===== src/rtl/riscv_ctrl_pkg.sv =====
// Shared definitions for the multi-cycle RISC-V control slice.
//   ctrl_state_t   : controller FSM states
//   OPCODE_OP      : R-type ALU opcode (0110011)
//   OPCODE_OP_IMM  : I-type ALU opcode (0010011)
//   PC_STEP        : sequential PC increment in bytes
//   is_legal_opcode: true for the opcodes this controller executes
package riscv_ctrl_pkg;

  typedef enum logic [2:0] {
    IDLE,
    FETCH,
    DECODE,
    EXECUTE,
    WRITEBACK,
    TRAP
  } ctrl_state_t;

  localparam logic [6:0]  OPCODE_OP     = 7'b0110011;
  localparam logic [6:0]  OPCODE_OP_IMM = 7'b0010011;
  localparam int unsigned PC_STEP       = 4;

  function automatic logic is_legal_opcode(input logic [6:0] op);
    return (op == OPCODE_OP) || (op == OPCODE_OP_IMM);
  endfunction

endpackage


===== src/rtl/riscv_mc_ctrl_instret_counter.sv =====
// Retired-instruction counter, only instantiated when RISCV_INSTRET_EN is
// defined.
//   clk   : clock, rising edge
//   rst   : asynchronous active-high reset, clears count
//   inc   : add one this cycle
//   count : 32-bit count, wraps at 2^32
module instret_counter (
  input  logic        clk,
  input  logic        rst,
  input  logic        inc,
  output logic [31:0] count
);

  always_ff @(posedge clk or posedge rst) begin
    if (rst) begin
      count <= '0;
    end else if (inc) begin
      count <= count + 32'd1;
    end
  end

endmodule


===== src/rtl/riscv_mc_ctrl.sv =====
// Multi-cycle RISC-V control FSM: IDLE -> FETCH -> DECODE -> EXECUTE ->
// WRITEBACK, with an absorbing TRAP on any opcode other than OP / OP-IMM.
// Optional macro RISCV_INSTRET_EN adds the retired-instruction counter;
// without it instret reads constant zero.
//   clk, rst       : clock / asynchronous active-high reset
//   run            : level enable for starting / continuing execution
//   imem_req/addr  : fetch request and address (address is pc)
//   imem_ack/rdata : fetch completion and instruction word
//   pc, ir         : program counter and latched instruction
//   alu_src        : 1 = immediate operand (valid EXECUTE..WRITEBACK)
//   rf_we, retire  : WRITEBACK strobes
//   busy, illegal  : activity status and sticky illegal-opcode flag
//   instret        : retired-instruction count
module riscv_mc_ctrl
  import riscv_ctrl_pkg::*;
#(
  parameter int unsigned      XLEN     = 32,
  parameter logic [XLEN-1:0]  RESET_PC = '0
) (
  input  logic            clk,
  input  logic            rst,
  input  logic            run,
  output logic            imem_req,
  output logic [XLEN-1:0] imem_addr,
  input  logic            imem_ack,
  input  logic [31:0]     imem_rdata,
  output logic [XLEN-1:0] pc,
  output logic [31:0]     ir,
  output logic            alu_src,
  output logic            rf_we,
  output logic            retire,
  output logic            busy,
  output logic            illegal,
  output logic [31:0]     instret
);

  ctrl_state_t state;

  assign imem_addr = pc;
  assign busy      = (state != IDLE) && (state != TRAP);

  // Strobes are registered and set on the transition into the state that
  // owns them, so each is high for exactly the cycles of that state.
  always_ff @(posedge clk or posedge rst) begin
    if (rst) begin
      state    <= IDLE;
      pc       <= RESET_PC;
      ir       <= '0;
      illegal  <= 1'b0;
      imem_req <= 1'b0;
      alu_src  <= 1'b0;
      rf_we    <= 1'b0;
      retire   <= 1'b0;
    end else begin
      case (state)
        IDLE: begin
          if (run) begin
            state    <= FETCH;
            imem_req <= 1'b1;
          end
        end
        FETCH: begin
          if (imem_ack) begin
            ir       <= imem_rdata;
            imem_req <= 1'b0;
            state    <= DECODE;
          end
        end
        DECODE: begin
          if (is_legal_opcode(ir[6:0])) begin
            state   <= EXECUTE;
            alu_src <= (ir[6:0] == OPCODE_OP_IMM);
          end else begin
            state   <= TRAP;
            illegal <= 1'b1;
          end
        end
        EXECUTE: begin
          state  <= WRITEBACK;
          rf_we  <= (ir[11:7] != 5'd0);
          retire <= 1'b1;
        end
        WRITEBACK: begin
          rf_we   <= 1'b0;
          retire  <= 1'b0;
          alu_src <= 1'b0;
          pc      <= pc + XLEN'(PC_STEP);
          if (run) begin
            state    <= FETCH;
            imem_req <= 1'b1;
          end else begin
            state <= IDLE;
          end
        end
        TRAP: begin
          state <= TRAP;
        end
        default: begin
          state    <= IDLE;
          imem_req <= 1'b0;
          alu_src  <= 1'b0;
          rf_we    <= 1'b0;
          retire   <= 1'b0;
        end
      endcase
    end
  end

`ifdef RISCV_INSTRET_EN
  instret_counter u_instret (
    .clk   (clk),
    .rst   (rst),
    .inc   (retire),
    .count (instret)
  );
`else
  assign instret = '0;
`endif

endmodule


===== config.mk =====
export PLATFORM = sky130hd
export DESIGN_NAME = riscv_mc_ctrl
export DESIGN_NICKNAME = d
export VERILOG_FILES = /design/src/rtl/riscv_ctrl_pkg.sv /design/src/rtl/riscv_mc_ctrl_instret_counter.sv /design/src/rtl/riscv_mc_ctrl.sv
export SDC_FILE = /design/constraint.sdc
export NUM_CORES = 1
export LEC_CHECK = 0
export CAP_MARGIN = 20
export CORE_ASPECT_RATIO = 1.25
export CORE_MARGIN = 8
export CORE_UTILIZATION = 44
export CTS_CLUSTER_SIZE = 16
export DETAILED_ROUTE_END_ITERATION = 7
export GPL_TIMING_DRIVEN = 0
export PLACE_DENSITY = 0.91
export SLEW_MARGIN = 10
export SYNTH_ARGS = -nofsm -noshare
export SYNTH_HDL_FRONTEND = slang
export SYNTH_SLANG_ARGS = --single-unit

===== constraint.sdc =====
create_clock -name clk -period 4.6 [get_ports clk]
set_clock_uncertainty 0.15 [all_clocks]
set_input_delay 0.92 -clock clk [delete_from_list [all_inputs] [get_ports clk]]
set_output_delay 0.92 -clock clk [all_outputs]
set_load 0.01 [all_outputs]

==> results of run 1 <==
cells by family (layout without fill, tap and decap cells):
logic type | count (synthesis) | in the layout | share of synthesized area [%]
mux | 33 | 33 | 10.5
xor+xnor | 29 | 29 | 7.20
flops | 70 | 70 | 49.6
buf+inv | 79 | 228 | 16.0
compound gates | 16 | 16 | 2.91
other cells | 1 | 36 | 0.106
simple gates | 74 | 74 | 13.3
fa+ha+maj | 1 | 1 | 0.354
worst max path at each step:
stage                                    start                        to
after floorplan                            rst       alu_src$_DFFE_PP0P_
after global routing      state[2]$_DFFE_PP0P_                      busy
after global placement                     rst  imem_addr[3]$_DFFE_PP0N_
after detailed placement              imem_ack         ir[5]$_DFFE_PP0P_
final                     state[2]$_DFFE_PP0P_                      busy
after CTS                 state[2]$_DFFE_PP0P_                      busy
power by group through the flow:
stage / Sequential [mW] / Clock [mW] / Combinational (mW)
finish: 0.615 / 0.407 / 0.0840
global route: 0.615 / 0.447 / 0.0925
CTS: 0.615 / 0.419 / 0.0822
global placement: 0.627 / 0 / 0.0777
detailed placement: 0.627 / 0 / 0.0818
floorplan: 0.627 / 0 / 0.0461
per-stage QoR:
step / cell area (sq um) / hold WS (ns) / power (mW) / setup slack, ns / cells
after floorplan: 3660 / 0.343 / 0.673 / 1.76 / 338
after global placement: 5110 / 0.290 / 0.705 / 0.657 / 566
after detailed placement: 5130 / 0.297 / 0.709 / 1.82 / 567
after CTS: 5290 / 0.309 / 1.12 / 1.70 / 582
after global routing: 5290 / 0.322 / 1.15 / 1.59 / 582
final: 5290 / 0.304 / 1.11 / 1.71 / 582
synth_stat cells, types with 2 or more instances:
| master | count |
|---|---|
| a21oi_1 | 3 |
| and3_1 | 3 |
| and4_1 | 3 |
| buf_4 | 69 |
| clkbuf_1 | 2 |
| dfrtp_1 | 70 |
| inv_1 | 6 |
| mux2_2 | 33 |
| nand2_1 | 14 |
| nand2b_1 | 3 |
| nand3_1 | 10 |
| nand3b_1 | 2 |
| nand4_1 | 4 |
| nand4_4 | 3 |
| nor2_1 | 10 |
| nor2b_1 | 2 |
| nor3_1 | 6 |
| nor4_1 | 8 |
| o21ai_0 | 7 |
| o311a_1 | 2 |
| xnor2_1 | 10 |
| xor2_1 | 19 |
registers in the layout (all words and copies together) (netlist names):
name and count:
alu_src 1, illegal 1, imem_addr 30, imem_req 1, ir 32, retire 1
rf_we 1, state 3
per-layer routing:
metal,vias up,track usage [%]
li1,1291,-
met1,1326,16.6
met2,112,27.9
met3,10,5.47
met4,0,4.62
met5,-,0
cell usage in the layout (no fill, tap or decap), drive strengths merged, types with 3 or more instances in the layout:
master         synthesis  layout
nand2b                 3       3
nor4                   9       9
and3                   3       3
o21ai                  7       7
dfrtp                 70      70
nand3                 10      10
and4                   4       4
mux2                  33      33
xnor2                 10      10
buf                   71      72
clkdlybuf4s50          0     133
nor2                  10      10
conb                   1      36
inv                    6       6
clkbuf                 2      12
xor2                  19      19
nor3                   6       6
a21oi                  3       3
clkinv                 0       4
nand2                 14      14
nand4                  8       8
final cells by class:
type,count,area [sq um]
flip-flops and latches,70,1750
fillers,599,2500
clock buffers,10,128
inverters,6,25.0
multi-input cells,189,1350
repair buffers,134,1350
clock inverters,5,27.5
well taps,95,119
plain buffers,73,542
critical path: stages (launching register included):
cell,delay (ns)
dfrtp_1,0.43
clkbuf_1,0.22
nand2b_1,0.20
nand3b_1,0.09
clkdlybuf4s50_1,0.56
==> qor.yml, run 1 <==
crit_path_end_kind: "output pin"
fin_tns_setup_ns: 0
vias_per_cell: 4.71
synth_flop_cell: "dfrtp_1"
power.internal_mw: 0.852
setup_violations: 0
hpwl_microns: 7130
grt_pass1_vias: 2767
route.met3.wl_microns: 951
max_freq_mhz: 346
min-delay-start: "illegal$_DFFE_PP0P_"
syn_inst: 303
vias: 2739
hold_buffers: 0
p_sw_mw: 0.253
syn_area_per_cell_sq_um: 11.6
die_y_microns: 116
crit_fanout: 10
synth_top_area_share_pct: 49.6
sw_frac_of_total_pct: 22.9
routedWlPerCell_microns: 15.2
clockPowerShare_pct: 36.8
hold_path_depth: 1
synth_area_leaders: "dfrtp_1 50%, buf_4 15%, mux2_2 11%, xor2_1 4.7%, xnor2_1 2.5%"
initial_core_util_pct: 45.3
io_pins: 170
die_x_microns: 96.1
grt_pass1_wl_microns: 13900
synth_edf_count: 0
path_class: "reg2out"
vdd_drop_max_v: 0.000201
gr-usage-all-layers_pct: 15.6
wirelength_microns: 8850
worstRegToRegCells: 5
yosys_register_bits: 70
r2r_slack_ns: 2.62
grt_max_degree: 38
antenna_found_initial: 0
rr_startpoint: "state[0]$_DFFE_PP0P_"
ys_types: 36
final_core_util_pct: 67.9
p_leak_nw: 2.62
drtIter0Drc: 65
power.density_nw_per_um2: 209
final_max_slew_viol_count: 0
drive_gt1_share_pct: 26.1
status: "complete, no violations"
die-area_sq_um: 11200
cts-resized-gates: 0
clk_pin_slew_ns: 0.07
grt_setup_unrepaired: "false"
core_sq_um: 7790
insertion_delay_ns: 0.33
htree_num_levels: 3
worst_setup_path_start_kind: "flop"
yosysSeqAreaShare_pct: 49.6
crit_required_ns: 3.53
place.gp.congestion: 0.790
cts_root_buf: "clkbuf_8"
met1_length_microns: 3190
firstDrtPassIters: 4
cts_setup_buffers: 0
cts_buffers: 9
top_layer: "met4"
nets: 520
hold_path_class: "reg2reg"
r2r_end: "ir[29]$_DFFE_PP0P_"
synth_top_area_cell: "dfrtp_1"
diodes: 0
finalHoldViolations: 0
overflow: 0
yosysWarnings: 0
max_cap_violations: 0
rows: 36
whs_endpoint: "illegal$_DFFE_PP0P_"
syn2layout_area_growth_pct: 49.8
cts.path.max_buffers: 2
p_seq_share_pct: 55.6
clock_sinks: 70
cts_tree: "done"
comb_power_share_pct: 7.6
routed-wl-met2_microns: 4620
synth.cell_area_sq_um: 3530
antenna_left: 0
cp.arrival_ns: 1.82
synthArstFlopShare_pct: 100
fin_crit_ns: 2.89
port-buffer-count: 133
drc: 0
fin_crit_sh_pct: 62.9
(Power assumes the default switching activity.)
==> run 2: changes to the inputs <==
- CORE_UTILIZATION: 44 -> 37
- PLACE_DENSITY: 0.91 -> 0.82
- clock period: 4.6 -> 2.45 ns (I/O delays scaled with it)
==> qor.yml, run 2 (synthesis results as in run 1) <==
drc: 0
hold_path_class: "in2async"
clock_sinks: 70
drive_gt1_share_pct: 26.3
crit_fanout: 6
fin_tns_setup_ns: 0
crit_path_end_kind: "output pin"
cp_slowest_cell: "dfrtp_1"
vdd_drop_max_v: 0.000325
mostFrequentLayoutCells: "132 x clkdlybuf4s50_1, 70 x dfrtp_1, 69 x buf_4, 36 x conb_1, 33 x mux2_2"
gr-usage-all-layers_pct: 13.4
path_class: "reg2out"
cts_buffers: 9
routedWlPerCell_microns: 14.2
fin_crit_sh_pct: 92.2
port-buffer-count: 133
die_y_microns: 125
largest_reg_flops: 32
syn2layout_area_growth_pct: 55.7
antenna_found_initial: 0
worstRegToRegCells: 4
io_pins: 170
multi_input_comb_area_sq_um: 1350
drtIter0Drc: 50
overflow: 0
cts.path.max_buffers: 2
htree_num_levels: 3
core_sq_um: 9460
p_leak_nw: 2.71
mostFrequentLayoutCell: "clkdlybuf4s50_1"
finalHoldViolations: 0
rows: 40
path_cells: "buf_4 -> clkdlybuf4s50_1"
wirelength_microns: 8700
diodes: 0
max_freq_mhz: 443
cp-endpoint: "pc[10]"
hpwl_microns: 6990
r2r_slack_ns: 0.42
crit_required_ns: 1.81
cts_setup_buffers: 0
critPathTopFamily: "buffers and inverters"
cts_root_buf: "clkbuf_16"
vias: 2760
firstDrtPassIters: 5
path_depth: 2
rr_startpoint: "state[1]$_DFFE_PP0P_"
dpl.cell_count: 598
seq_area_sq_um: 1750
die-area_sq_um: 12900
fill_cells: 770
max_cap_violations: 0
setup_violations: 0
crit_buf_inv: 2
power.density_nw_per_um2: 488
final_max_slew_viol_count: 0
hold_buffers: 0
initial_core_util_pct: 37.3
grt_max_degree: 53
grt_setup_unrepaired: "false"
antenna_left: 0
worst_setup_path_start_kind: "flop"
clk_pin_slew_ns: 0.06
insertion_delay_ns: 0.33
vias_per_cell: 4.50
grt_pass1_wl_microns: 13800
cts_tree: "done"
status: "complete, no violations"
top_register: "ir"
grt_pass1_vias: 2841
cp.arrival_ns: 1.62
stdcell_count: 613
fin_crit_ns: 2.26
final_core_util_pct: 58.1
nets: 519
cpPeakStageDelay_ns: 0.57
cp-startpoint: "imem_addr[10]$_DFFE_PP0N_"
r2r_end: "ir[28]$_DFFE_PP0P_"
place.gp.congestion: 0.749
die_x_microns: 103
-- run 2: final cells by class --
cell class                      count  share of cell area (%)
Sequential cell                    70                    31.9
Inverter                            6                   0.455
Multi-Input combinational cell    189                    24.5
Buffer                             72                    9.81
Clock buffer                       12                    4.48
Tap cell                          126                    2.87
Clock inverter                      4                    1.27
Timing Repair Buffer              134                    24.8
-- run 2: worst min path at each step --
stage	start	end	slack, ns	depth (start not counted)
after floorplan	illegal$_DFFE_PP0P_	illegal$_DFFE_PP0P_	0.34	1
after global placement	illegal$_DFFE_PP0P_	illegal$_DFFE_PP0P_	0.29	1
after detailed placement	illegal$_DFFE_PP0P_	illegal$_DFFE_PP0P_	0.30	1
after CTS	rst	ir[31]$_DFFE_PP0P_	0.31	2
after global routing	rst	ir[31]$_DFFE_PP0P_	0.33	2
final	rst	ir[31]$_DFFE_PP0P_	0.32	2
-- run 2: per-stage QoR --
step           power, mW  setup slack, ns  instance area (sq um)  hold slack (ns)
6_report            2.68            0.192                   5500            0.320
5_1_grt             2.79            0.137                   5500            0.325
4_1_cts             2.72           0.0106                   5490            0.310
3_5_place_dp        1.33           0.0813                   5180            0.301
3_3_place_gp        1.32            -1.16                   5150            0.291
2_1_floorplan       1.26           0.0418                   3660            0.343
-- run 2: routing by layer --
layer  up-vias  global-route usage, %  wire length [microns]
li1       1293                      -                      -
met1      1327                   13.6                   3120
met2       125                   22.8                   4380
met3        15                   6.61                   1060
met4         0                   4.87                    146
met5         -                      0                      0
-- run 2: report_power, final --
group,internal (mW),switching (mW)
sequential,1.16,0
combinational,0.0920,0.0653
clock,0.915,0.452
total,2.16,0.518
-- run 2: timing repair --
item	4_1_cts	5_1_grt
resized for setup	0	3
endpoints found under the setup margin	1	1
pin swaps	0	0
==> run 3: changes to the inputs <==
- TNS_END_PERCENT: unset -> 5
==> results of run 3 <==
The final DEF is identical to that of run 2; final timing and power are the same.
